## src/rtl/gate_selftest_if.sv

```systemverilog
// Stimulus/result bundle between the gate self-test sequencer and its environment.
// master drives start and the gate results; slave is the sequencer itself.
interface gate_selftest_if;
  logic       start;
  logic       a;
  logic       b;
  logic       out_and;
  logic       out_or;
  logic       out_not;
  logic       out_nand;
  logic       out_nor;
  logic       out_xor;
  logic       out_xnor;
  logic       busy;
  logic       done;
  logic       pass;
  logic [7:0] err_count;
  logic [6:0] fail_vec;

  modport master (
    output start, out_and, out_or, out_not, out_nand, out_nor, out_xor, out_xnor,
    input  a, b, busy, done, pass, err_count, fail_vec
  );

  modport slave (
    input  start, out_and, out_or, out_not, out_nand, out_nor, out_xor, out_xnor,
    output a, b, busy, done, pass, err_count, fail_vec
  );
endinterface

```

## src/rtl/gate_selftest.sv

```systemverilog
// Truth-table sweep sequencer and checker for the two-input basic-gate block.
// Optional GATE_SELFTEST_STOP_ON_FAIL_EN: end the run at the first failing vector.
//
// state  | meaning
// IDLE   | waiting for start after reset
// SETTLE | holding a/b for SETTLE_CYCLES cycles
// CHECK  | one-cycle compare of the seven gate outputs
// DONE   | results held, start restarts a run
module gate_selftest #(
  parameter int SETTLE_CYCLES = 2,
  parameter int LOOPS         = 1
) (
  input logic           clk,
  input logic           rst_n,
  gate_selftest_if.slave gs
);

  typedef enum logic [1:0] {IDLE, SETTLE, CHECK, DONE} state_t;

  state_t     state;
  logic [3:0] settle_cnt;
  logic [1:0] vec_idx;
  logic [5:0] loop_cnt;
  logic       a_q;
  logic       b_q;
  logic       busy_q;
  logic       done_q;
  logic       pass_q;
  logic [7:0] err_q;
  logic [6:0] fail_q;

  logic [6:0] expected;
  logic [6:0] observed;
  logic [6:0] mism;
  logic [3:0] mism_n;
  logic [8:0] err_sum;
  logic [7:0] err_next;
  logic       last_vec;
  logic       stop_now;

  // bit order matches fail_vec: and, or, not, nand, nor, xor, xnor
  always_comb begin
    expected = {~(a_q ^ b_q), a_q ^ b_q, ~(a_q | b_q), ~(a_q & b_q), ~a_q, a_q | b_q, a_q & b_q};
    observed = {gs.out_xnor, gs.out_xor, gs.out_nor, gs.out_nand, gs.out_not, gs.out_or, gs.out_and};
    mism     = expected ^ observed;
    mism_n   = '0;
    for (int i = 0; i < 7; i++) begin
      mism_n = mism_n + {3'b000, mism[i]};
    end
    err_sum  = {1'b0, err_q} + {5'b00000, mism_n};
    err_next = err_sum[8] ? 8'hFF : err_sum[7:0];
    last_vec = (vec_idx == 2'd3) && (loop_cnt == 6'(LOOPS - 1));
`ifdef GATE_SELFTEST_STOP_ON_FAIL_EN
    stop_now = last_vec || (mism != 7'd0);
`else
    stop_now = last_vec;
`endif
  end

  always_ff @(posedge clk or negedge rst_n) begin
    if (!rst_n) begin
      state      <= IDLE;
      settle_cnt <= '0;
      vec_idx    <= '0;
      loop_cnt   <= '0;
      a_q        <= 1'b0;
      b_q        <= 1'b0;
      busy_q     <= 1'b0;
      done_q     <= 1'b0;
      pass_q     <= 1'b0;
      err_q      <= '0;
      fail_q     <= '0;
    end else begin
      case (state)
        IDLE, DONE: begin
          if (gs.start) begin
            state      <= SETTLE;
            settle_cnt <= '0;
            vec_idx    <= '0;
            loop_cnt   <= '0;
            a_q        <= 1'b0;
            b_q        <= 1'b0;
            busy_q     <= 1'b1;
            done_q     <= 1'b0;
            pass_q     <= 1'b0;
            err_q      <= '0;
            fail_q     <= '0;
          end
        end
        SETTLE: begin
          if (settle_cnt == 4'(SETTLE_CYCLES - 1)) begin
            state <= CHECK;
          end else begin
            settle_cnt <= settle_cnt + 4'd1;
          end
        end
        CHECK: begin
          err_q  <= err_next;
          fail_q <= fail_q | mism;
          if (stop_now) begin
            state  <= DONE;
            busy_q <= 1'b0;
            done_q <= 1'b1;
            pass_q <= (err_next == 8'd0);
          end else begin
            if (vec_idx == 2'd3) begin
              loop_cnt <= loop_cnt + 6'd1;
            end
            vec_idx      <= vec_idx + 2'd1;
            {a_q, b_q}   <= vec_idx + 2'd1;
            settle_cnt   <= '0;
            state        <= SETTLE;
          end
        end
        default: state <= IDLE;
      endcase
    end
  end

  assign gs.a         = a_q;
  assign gs.b         = b_q;
  assign gs.busy      = busy_q;
  assign gs.done      = done_q;
  assign gs.pass      = pass_q;
  assign gs.err_count = err_q;
  assign gs.fail_vec  = fail_q;

endmodule

```

## src/flat_wrapper.sv

```systemverilog
// flat-port wrapper written by rule: the top's interface ports become plain ports
module gate_selftest_flat 
#(
  parameter int SETTLE_CYCLES = 2,
  parameter int LOOPS         = 1
)
  (clk, rst_n, gs_start, gs_out_and, gs_out_or, gs_out_not, gs_out_nand, gs_out_nor, gs_out_xor, gs_out_xnor, gs_a, gs_b, gs_busy, gs_done, gs_pass, gs_err_count, gs_fail_vec);
  gate_selftest_if gs_i ();
  input logic clk;
  input logic rst_n;
  input wire logic [$bits(gs_i.start)-1:0] gs_start;
  input wire logic [$bits(gs_i.out_and)-1:0] gs_out_and;
  input wire logic [$bits(gs_i.out_or)-1:0] gs_out_or;
  input wire logic [$bits(gs_i.out_not)-1:0] gs_out_not;
  input wire logic [$bits(gs_i.out_nand)-1:0] gs_out_nand;
  input wire logic [$bits(gs_i.out_nor)-1:0] gs_out_nor;
  input wire logic [$bits(gs_i.out_xor)-1:0] gs_out_xor;
  input wire logic [$bits(gs_i.out_xnor)-1:0] gs_out_xnor;
  output wire logic [$bits(gs_i.a)-1:0] gs_a;
  output wire logic [$bits(gs_i.b)-1:0] gs_b;
  output wire logic [$bits(gs_i.busy)-1:0] gs_busy;
  output wire logic [$bits(gs_i.done)-1:0] gs_done;
  output wire logic [$bits(gs_i.pass)-1:0] gs_pass;
  output wire logic [$bits(gs_i.err_count)-1:0] gs_err_count;
  output wire logic [$bits(gs_i.fail_vec)-1:0] gs_fail_vec;
  assign gs_i.start = gs_start;
  assign gs_i.out_and = gs_out_and;
  assign gs_i.out_or = gs_out_or;
  assign gs_i.out_not = gs_out_not;
  assign gs_i.out_nand = gs_out_nand;
  assign gs_i.out_nor = gs_out_nor;
  assign gs_i.out_xor = gs_out_xor;
  assign gs_i.out_xnor = gs_out_xnor;
  assign gs_a = gs_i.a;
  assign gs_b = gs_i.b;
  assign gs_busy = gs_i.busy;
  assign gs_done = gs_i.done;
  assign gs_pass = gs_i.pass;
  assign gs_err_count = gs_i.err_count;
  assign gs_fail_vec = gs_i.fail_vec;
  gate_selftest #(.SETTLE_CYCLES(SETTLE_CYCLES), .LOOPS(LOOPS)) u_core (.clk(clk), .rst_n(rst_n), .gs(gs_i));
endmodule
```

## config.mk

```make
export PLATFORM = sky130hd
export DESIGN_NAME = gate_selftest_flat
export DESIGN_NICKNAME = d
export VERILOG_FILES = /design/src/rtl/gate_selftest_if.sv /design/src/rtl/gate_selftest.sv /design/src/flat_wrapper.sv
export SDC_FILE = /design/constraint.sdc
export NUM_CORES = 1
export LEC_CHECK = 0
export CAP_MARGIN = 20
export CORE_ASPECT_RATIO = 0.75
export CORE_UTILIZATION = 54
export CTS_CLUSTER_SIZE = 8
export DETAILED_ROUTE_END_ITERATION = 10
export PLACE_DENSITY = 0.85
export SYNTH_ARGS = -nofsm -noshare
export SYNTH_HDL_FRONTEND = slang
export SYNTH_SLANG_ARGS = --single-unit
```

## constraint.sdc

```tcl
create_clock -name clk -period 5.23 [get_ports clk]
set_input_delay 1.046 -clock clk [delete_from_list [all_inputs] [get_ports clk]]
set_output_delay 1.046 -clock clk [all_outputs]
set_load 0.05 [all_outputs]
```

==> summary.txt <==
Routing
  – Initial DRC Count: 144
  – Vias per cell: about 5.7
  – Post-route DRC: 0
  – DRT Wirelength: approximately 4800 µm
  – Drt pass-1 iters: 4
  – Routed len/inst: 15.5 µm
  – Routed Antenna Nets: 0
  – Via Count: 1768

Clock network
  – Reg clk slew, reported paths: 70 ps
  – Clock buffer depth: 2
  – H-tree Lvls: 2
  – CTS tree: done
  – Worst-Skew Late Latency: about 300 ps
  – # clock sinks: 32
  – CTS Root Cell: clkbuf_8
  – CTS Buf Count: 5

Power and ir drop
  – Switching power: 0.948 mW
  – Comb pwr share: a little over two thirds
  – Clock power frac: 10.8%
  – Total power draw: 1.89 mW
  – Reg power frac: 19.3%
  – Power Density: 754 nW/µm²
  – Sw Share: 50.3%
  – Worst vdd ir: 0.421 mV
  – Internal Power: 0.938 mW
  – Leak: 1.10 nW

Worst setup path
  – Worst EP arrival: around 5200 ps
  – Crit. path cell count: 14
  – Setup slack, reg-to-reg: 630 ps
  – Slowest-stage cell, CP: fa_1
  – Max FO, Critical Path: 5
  – Buf/Inv on CP: 2
  – Worst setup EP type: register
  – Slowest stage delay, CP: 530 ps
  – CP dominant cell by count: fa_1
  – Worst Path Required: about 5400 ps
  – Crit path from: gs_out_and
  – Worst path cell trace: clkdlybuf4s50_1, xor2_1, ha_1, fa_1, fa_1, ha_1, fa_1, inv_1, fa_1, nand2b_1, a21oi_2, nand4_1, a21o_1, o21ai_0
  – Depth of the worst register-to-register path: 14
  – Worst r2r src: u_core.gs.a$_DFFE_PN0P_
  – Reg-to-reg endpoint: u_core.gs.err_count[1]$_DFFE_PN0P_
  – Worst Setup EP: u_core.gs.err_count[1]$_DFFE_PN0P_
  – Critical path type: in -> reg
  – Startpoint Class: input pin
  – CP delay by family, top: adder cells

STA
  – Fmax: 0.202 GHz
  – Worst hold slack: approximately 500 ps
  – Unrepaired setup endpoints after global routing: no
  – Clock skew: 7.83 ps
  – Final Setup Violations: 0
  – Min Tclk post-route: 4940 ps
  – Slew margin rel.: 33.2%
  – Worst Tran Pin Value: about 1000 ps
  – Fin. Hold Viols: 0
  – Tcrit/Tclk final: 94.5%
  – Count of final max-slew check failures: 0

Layout
  – Most frequent cells in the layout: 32 x dfrtp_1, 29 x clkdlybuf4s50_1, 24 x nor2_1
  – Post-route cell area: approximately 2500 µm²
  – Fillers: 302
  – Core Util, Final: 68.3%
  – Antenna diodes: 0
  – Nets@finish: 287
  – Final cell count without fillers: 309
  – Share of layout cells above drive strength 1: 5.45%
  – Layout area overhead: 21.7%
  – Most common cell after layout, fill and taps aside: dfrtp_1

Placed design
  – Dpl cells: 301
  – Final HPWL DP: 3500 µm
  – GP Congestion: 0.895
  – DP Area: 2400 µm²
  – IO Port Bufs: 29

Synth
  – Syn Inst Count: 223
  – Post-synthesis register bit count: 32
  – Mean post-synth cell area: 9.21 µm²
  – Post-synth EDFFs: 0
  – Post-Syn Area: 2050 µm²
  – Area leader, netlist: dfrtp_1
  – Synth top area share: 39.0%
  – Most used flip-flop cell after synthesis: dfrtp_1
  – Main area contributors after synthesis: dfrtp_1 39%, ha_1 10%, a21oi_1 5.1%, nor2_1 4.4%, fa_1 3.9%
  – Async S/R FF share, synth: 100%
  – Syn nets: ~250
  – Library cells used by synthesis: 46
  – Sequential area share after synthesis: 39.0%
  – Number of synthesis warnings: 0

Global route
  – Antenna violations before repair: 0
  – GRT overflow: 0
  – GRT Total Usage: 26.3%
  – First-pass GRT wire length: 8020 µm
  – Pin count of the biggest net entering global routing: 33
  – Vias in the first global route: 1695

Run status
  – Status: finished clean

Die
  – DIE WIDTH: 73.2 µm
  – Die Area: 4060 µm²
  – Row count: 19
  – I/O pin total: 30
  – Core Box Area: 3660 µm²
  – Die Span Y: roughly 55 µm
  – Initial Util: 56.1%

Hold path
  – Worst hold path class: reg -> reg

Flow run
  – Max-cap violations: 0
[power groups by stage]
stage	clock network [mW]	registers, mW	logic, mW
floorplan	0	0.508	0.838
global placement	0	0.365	1.24
detailed placement	0	0.369	1.29
CTS	0.204	0.364	1.31
global route	0.214	0.373	1.46
finish	0.203	0.364	1.32
[logic make-up after synthesis]
logic type / synth area share [%]
AND/OR/NAND/NOR: 15.6
AO/OA/AOI/OAI: 20.6
flip-flops: 39.0
buffers and inverters: 4.08
adder cells (fa/ha/maj): 14.3
XOR/XNOR: 5.97
multiplexers: 0.487
[per-layer routing]
metal | global-route usage [%] | vias up | wire length (µm) | share of wire (%)
met5 | 0 | - | 0 | 0
met4 | 11.2 | 0 | 73 | 1.5
met3 | 5.84 | 9 | 189 | 3.9
met2 | 39.2 | 42 | 2270 | 47
met1 | 37.0 | 859 | 2260 | 47
li1 | - | 858 | - | -
[worst register-to-register path: cells and delay by family (launching register included)]
kind	cells	cell delay [ps]
compound gates	3	540
xor+xnor	1	250
fa+ha+maj	7	2760
buf+inv	1	60
flops	1	470
simple gates	2	430
[final cells by class]
cell class / count / area [µm²] / area share (%)
multi-input cells: 169 / 1170 / 46.9
repair buffers: 31 / 305 / 12.2
clock inverters: 2 / 10.0 / 0.400
well taps: 52 / 65.1 / 2.60
inverters: 17 / 63.8 / 2.55
flip-flops and latches: 32 / 801 / 32.0
clock buffers: 6 / 82.6 / 3.30
[flip-flops by register name, indices dropped and copies added, names as in the netlist]
| name | count |
|---|---|
| u_core.gs.b | 1 |
| u_core.gs.busy | 1 |
| u_core.settle_cnt | 4 |
| u_core.gs.fail_vec | 7 |
| u_core.gs.done | 1 |
| u_core.state | 2 |
| u_core.gs.pass | 1 |
| u_core.gs.err_count | 8 |
| u_core.gs.a | 1 |
| u_core.loop_cnt | 6 |
[what timing repair did]
| action | 4_1_cts | 5_1_grt |
|---|---|---|
| endpoints found under the hold margin | 0 | 0 |
| endpoints found under the setup margin | 0 | 4 |
| hold buffers | 0 | 0 |
| setup buffers | 0 | 0 |
| gates resized for setup | 0 | 1 |
[worst min-delay path by stage]
stage	start	end	slack (ps)	depth (start not counted)
4_1_cts	u_core.gs.busy$_DFFE_PN0P_	u_core.gs.busy$_DFFE_PN0P_	510	1
6_report	u_core.gs.busy$_DFFE_PN0P_	u_core.gs.busy$_DFFE_PN0P_	500	1
3_5_place_dp	u_core.gs.fail_vec[3]$_DFFE_PN0P_	u_core.gs.fail_vec[3]$_DFFE_PN0P_	490	2
3_3_place_gp	u_core.gs.busy$_DFFE_PN0P_	u_core.gs.busy$_DFFE_PN0P_	460	1
5_1_grt	u_core.gs.busy$_DFFE_PN0P_	u_core.gs.busy$_DFFE_PN0P_	520	1
2_1_floorplan	u_core.settle_cnt[2]$_DFFE_PN0P_	u_core.settle_cnt[2]$_DFFE_PN0P_	470	1
[synth_stat cells (5+ instances only)]
cell type  number
dfrtp_1        32
nor2_1         24
a21oi_1        21
ha_1           17
inv_1          16
nand2_1        15
o21ai_0        11
nand3_1         9
xnor2_1         8
a21o_1          6
xor2_1          6
a211oi_1        5
[stage by stage]
step | worst slack, ps | setup TNS (ps)
global route | 51.5 | 0
floorplan | 713 | 0
global placement | 153 | 0
CTS | 233 | 0
detailed placement | -48.2 | -111
finish | 289 | 0
(Power assumes the default switching activity.)
